## src/rtl/piso_serializer_hs.sv

```systemverilog
// Parallel-in/serial-out serializer with ready/valid load, a one-word holding
// buffer for gapless streaming, per-word bit order and frame start/end markers.
module piso_serializer_hs #(
  parameter int unsigned DATA_WIDTH = 8,
  parameter logic        IDLE_LEVEL = 1'b1
) (
  input  logic                  clk,
  input  logic                  rst_n,
  input  logic                  shift,
  input  logic                  load_valid,
  output logic                  load_ready,
  input  logic [DATA_WIDTH-1:0] data_in,
  input  logic                  lsb_first,
  output logic                  srl_out,
  output logic                  srl_valid,
  output logic                  frame_start,
  output logic                  frame_end,
  output logic                  busy
);

  localparam int unsigned    CNT_W    = (DATA_WIDTH > 1) ? $clog2(DATA_WIDTH) : 1;
  localparam logic [CNT_W-1:0] LAST_BIT = CNT_W'(DATA_WIDTH - 1);

  typedef enum logic {ST_IDLE, ST_SHIFT} state_t;

  typedef struct packed {
    logic                  lsb_first;
    logic [DATA_WIDTH-1:0] data;
  } word_t;

  state_t           state_q, state_d;
  word_t            hold_q, hold_d;
  word_t            sreg_q, sreg_d;
  logic             hold_full_q, hold_full_d;
  logic [CNT_W-1:0] bit_cnt_q, bit_cnt_d;
  logic             srl_out_d, srl_valid_d, frame_start_d, frame_end_d, busy_d;
  logic             accept;

  // No bypass: a word is taken only while the holding buffer is empty.
  assign accept = load_valid && !hold_full_q;

  // Next-state and next-output logic.
  always_comb begin
    state_d       = state_q;
    hold_d        = hold_q;
    hold_full_d   = hold_full_q;
    sreg_d        = sreg_q;
    bit_cnt_d     = bit_cnt_q;
    srl_out_d     = srl_out;
    srl_valid_d   = 1'b0;
    frame_start_d = 1'b0;
    frame_end_d   = 1'b0;

    if (accept) begin
      hold_d      = '{lsb_first: lsb_first, data: data_in};
      hold_full_d = 1'b1;
    end

    case (state_q)
      ST_IDLE: begin
        srl_out_d = IDLE_LEVEL;
        if (hold_full_q) begin
          sreg_d      = hold_q;
          hold_full_d = 1'b0;
          bit_cnt_d   = '0;
          state_d     = ST_SHIFT;
        end
      end
      ST_SHIFT: begin
        if (shift) begin
          srl_out_d     = sreg_q.lsb_first ? sreg_q.data[0] : sreg_q.data[DATA_WIDTH-1];
          srl_valid_d   = 1'b1;
          frame_start_d = (bit_cnt_q == '0);
          frame_end_d   = (bit_cnt_q == LAST_BIT);
          sreg_d.data   = sreg_q.lsb_first ? (sreg_q.data >> 1) : (sreg_q.data << 1);
          if (bit_cnt_q == LAST_BIT) begin
            // Held word follows immediately so the line sees no idle tick.
            bit_cnt_d = '0;
            if (hold_full_q) begin
              sreg_d      = hold_q;
              hold_full_d = 1'b0;
            end else begin
              state_d = ST_IDLE;
            end
          end else begin
            bit_cnt_d = bit_cnt_q + CNT_W'(1);
          end
        end
      end
      default: state_d = ST_IDLE;
    endcase

    busy_d = (state_d == ST_SHIFT) || hold_full_d;
  end

  // State and registered outputs.
  always_ff @(posedge clk or negedge rst_n) begin
    if (!rst_n) begin
      state_q     <= ST_IDLE;
      hold_q      <= '0;
      hold_full_q <= 1'b0;
      sreg_q      <= '0;
      bit_cnt_q   <= '0;
      srl_out     <= IDLE_LEVEL;
      srl_valid   <= 1'b0;
      frame_start <= 1'b0;
      frame_end   <= 1'b0;
      busy        <= 1'b0;
      load_ready  <= 1'b1;
    end else begin
      state_q     <= state_d;
      hold_q      <= hold_d;
      hold_full_q <= hold_full_d;
      sreg_q      <= sreg_d;
      bit_cnt_q   <= bit_cnt_d;
      srl_out     <= srl_out_d;
      srl_valid   <= srl_valid_d;
      frame_start <= frame_start_d;
      frame_end   <= frame_end_d;
      busy        <= busy_d;
      load_ready  <= !hold_full_d;
    end
  end

endmodule

```

## config.mk

```make
export PLATFORM = sky130hd
export DESIGN_NAME = piso_serializer_hs
export DESIGN_NICKNAME = d
export VERILOG_FILES = /design/src/rtl/piso_serializer_hs.sv
export SDC_FILE = /design/constraint.sdc
export NUM_CORES = 1
export LEC_CHECK = 0
export CAP_MARGIN = 5
export CORE_MARGIN = 2
export CORE_UTILIZATION = 45
export DETAILED_ROUTE_END_ITERATION = 10
export GPL_ROUTABILITY_DRIVEN = 0
export PLACE_DENSITY_LB_ADDON = 0.2
export SYNTH_ARGS = -nofsm -noshare
export SYNTH_HDL_FRONTEND = slang
export SYNTH_SLANG_ARGS = --single-unit
```

## constraint.sdc

```tcl
create_clock -name clk -period 1.98 [get_ports clk]
set_clock_uncertainty 0.15 [all_clocks]
set_input_delay 0.396 -clock clk [delete_from_list [all_inputs] [get_ports clk]]
set_output_delay 0.396 -clock clk [all_outputs]
set_load 0.1 [all_outputs]
```

==> results.yml <==
drt:
  avgViaCountPerCell: 5.19
  totalWireLength_mm: 2.09
  remaining_drc_errors: 0
  dr.first_iter.drc_count: 16
  ant_nets: 0
  detailroute.via_count: 810
  drtPass1Iterations: 2
  route.detailed.wl_per_inst_um: 13.4
setup_path:
  timing.critical_path.fanout_max: 8
  timing_worst_setup_path_type: "register to register"
  reg2reg_from: "bit_cnt_q[0]"
  crit_start: "bit_cnt_q[0]"
  start_kind: "register"
  cp.arrival_ns: 1.86
  endpoint_kind: "register"
  critical_path.endpoint: "sreg_q[1]"
  critical_path.reg2reg.endpoint: "sreg_q[1]"
  r2r_setup_slack_ns: 0.17
  worstPathRequired_ns: 2.03
  ff2ff_path_depth: 6
sta:
  final.period_utilization_pct: 91.3
  fin_tns_setup_ns: 0
  worst-slew-pin-transition_ns: 0.362
  final_max_slew_viol_count: 0
  grt_setup_unrepaired: "no"
  hold_viol: 0
  hold_slack_ns: 0.286
  finalSetupViolations: 0
  timing.slew.headroom_pct: 75.9
  layout_min_cycle_time_ns: 1.81
  maxClockFrequency_mhz: 553
cts:
  cts.sinks: 29
  clkLatencyLatePin_ns: 0.33
  cts_hold_buf: 0
  clock-root-buffer: "clkbuf_4"
  cts_made_buffers: 5
  cts.path.max_buffers: 2
  postCtsSetupBuffers: 0
  cts_htree_levels: 2
  cts_tree: "done"
  cts_resized: 0
  cts.clk_slew.worst_paths_ns: 0.10
global_route:
  pin_count_of_the_biggest_net_entering_global_routing: 30
  grt_pass1_vias: 852
  initial_antenna_violation_count: 0
  grt-ovfl-total: 0
  global_route_usage_sum_pct: 15.0
  first_pass_grt_wire_length_mm: 3.71
floorplan:
  design.portCount: 19
  dieArea_mm2: 0.00334
  floorplan.initialDensity_pct: 47.2
  die_h_um: 57.8
  die_width_um: 57.8
  row_cnt: 19
  core_area_mm2: 0.00276
power_and_ir_drop:
  switching_share_pct: 35.8
  ir_drop_v: 0.00106
  power.combinational.fraction_pct: 39.2
  p_clk_share_pct: 17.1
  static-leakage-power_nw: 0.782
  cell_internal_pwr_mw: 1.53
  power.share.sequential_pct: 43.7
  cellPowerDensity_mw_per_mm2: 1450
  net-switching-power_mw: 0.854
synthesis:
  yosysWarningCount: 0
  yosysUniqueCellTypes: 25
  synth_area_per_cell_um2: 13.0
  netlist_area_mm2: 0.00130
  syn_nets: 116
  sequential_fraction_of_the_synthesis_area_pct: 55.9
  synth-edff-count: 0
  synthesized_instance_count: 100
  ys_seq_elements: 29
  synth-async-reset-ratio_pct: 100
  synth_flop_cell: "dfrtp_1"
final_layout:
  final-seq-area_um2: 728
  synthToLayoutAreaGrowth_pct: 26.3
  final_nets: 140
  final_common_cell: "dfrtp_1"
  drive_gt1_share_pct: 34.4
  mostFrequentLayoutCells: "27 x dfrtp_1, 17 x mux2_2, 12 x clkdlybuf4s50_1"
  multi_input_comb_area_um2: 527
  filler_cell_count: 228
  utilization_pct: 59.7
  n_antenna_cell: 0
placed_design:
  dp.final_hpwl_mm: 1.44
  place.port_buffers: 18
outcome:
  outcome: "finished, final reports clean"
flow_run:
  maxCapViolCount: 0
min_path:
  worstHoldPathType: "input port to async pin"
==> worst min path at each step <==
stage	slack, ns	end
2_1_floorplan	-0.05	bit_cnt_q[0]
3_3_place_gp	0.34	sreg_q[1]
3_5_place_dp	0.34	sreg_q[1]
4_1_cts	0.29	busy
5_1_grt	0.31	state_q
6_report	0.29	state_q
==> state kept, by name (all words and copies together) (netlist names) <==
| register | flops |
|---|---|
| frame_start | 1 |
| busy | 1 |
| sreg_q | 9 |
| srl_valid | 1 |
| srl_out | 1 |
| hold_q | 9 |
| hold_full_q | 1 |
| state_q | 1 |
| bit_cnt_q | 3 |
| frame_end | 1 |
| load_ready | 1 |
==> synth_stat cells (all sizes together) (2+ instances only) <==
cell type / instances / area share (%)
a21boi: 2 / 1.7
a22o: 2 / 1.3
and2: 2 / 1.1
buf: 4 / 2.5
dfrtp: 27 / 52
dfstp: 2 / 4.0
ha: 3 / 2.9
inv: 3 / 0.86
mux2: 17 / 15
mux2i: 10 / 8.0
nand2: 9 / 2.6
nor2b: 2 / 0.96
o21ai: 8 / 3.1
==> cell type report <==
type	count	area share (%)
multi-input cells	63	32.0
flip-flops and latches	29	44.3
clock buffers	7	3.95
repair buffers	22	16.4
clock inverters	1	0.304
well taps	31	2.36
inverters	3	0.684
==> layer usage <==
| metal | vias up | GRT usage, % | part of all wire, % |
|---|---|---|---|
| met5 | - | 0 | 0 |
| met1 | 392 | 17.6 | 44 |
| met2 | 18 | 24.2 | 49 |
| met4 | 0 | 8.97 | 2.1 |
| li1 | 394 | - | - |
| met3 | 6 | 4.69 | 4.8 |
==> cell families (layout without fill, tap and decap cells) <==
group | Yosys count | after routing | synth area share (%)
AOI/OAI and AO/OA | 14 | 14 | 7.20
muxes | 27 | 27 | 22.7
adders and majority gates | 3 | 3 | 2.88
DFF | 29 | 29 | 55.9
buffers and inverters | 8 | 33 | 3.65
and+or+nand+nor | 19 | 19 | 7.69
==> power by group through the flow <==
| stage | Combinational [mW] | Sequential (mW) | Clock, mW |
|---|---|---|---|
| 2_1_floorplan | 0.516 | 1.20 | 0 |
| 3_3_place_gp | 0.917 | 1.05 | 0 |
| 3_5_place_dp | 0.947 | 1.06 | 0 |
| 4_1_cts | 0.949 | 1.05 | 0.432 |
| 5_1_grt | 1.02 | 1.08 | 0.450 |
| 6_report | 0.936 | 1.04 | 0.408 |
==> stage by stage <==
stage	total power [mW]	cells	worst slack [ns]	cell area (um2)
final	2.39	156	0.172	1650
after global placement	1.97	148	0.171	1580
after detailed placement	2.01	148	0.135	1580
after global routing	2.55	156	0.0586	1650
after CTS	2.43	156	0.156	1650
after floorplan	1.71	100	0.351	1300
==> critical path, stage by stage (launching register included) <==
cell and delay [ns]:
dfrtp_1 0.42, ha_1 0.21, ha_1 0.24, a21boi_2 0.15
buf_4 0.20, mux2i_1 0.21, o21ai_0 0.09
Note: power is estimated with default switching activity, not from simulation.
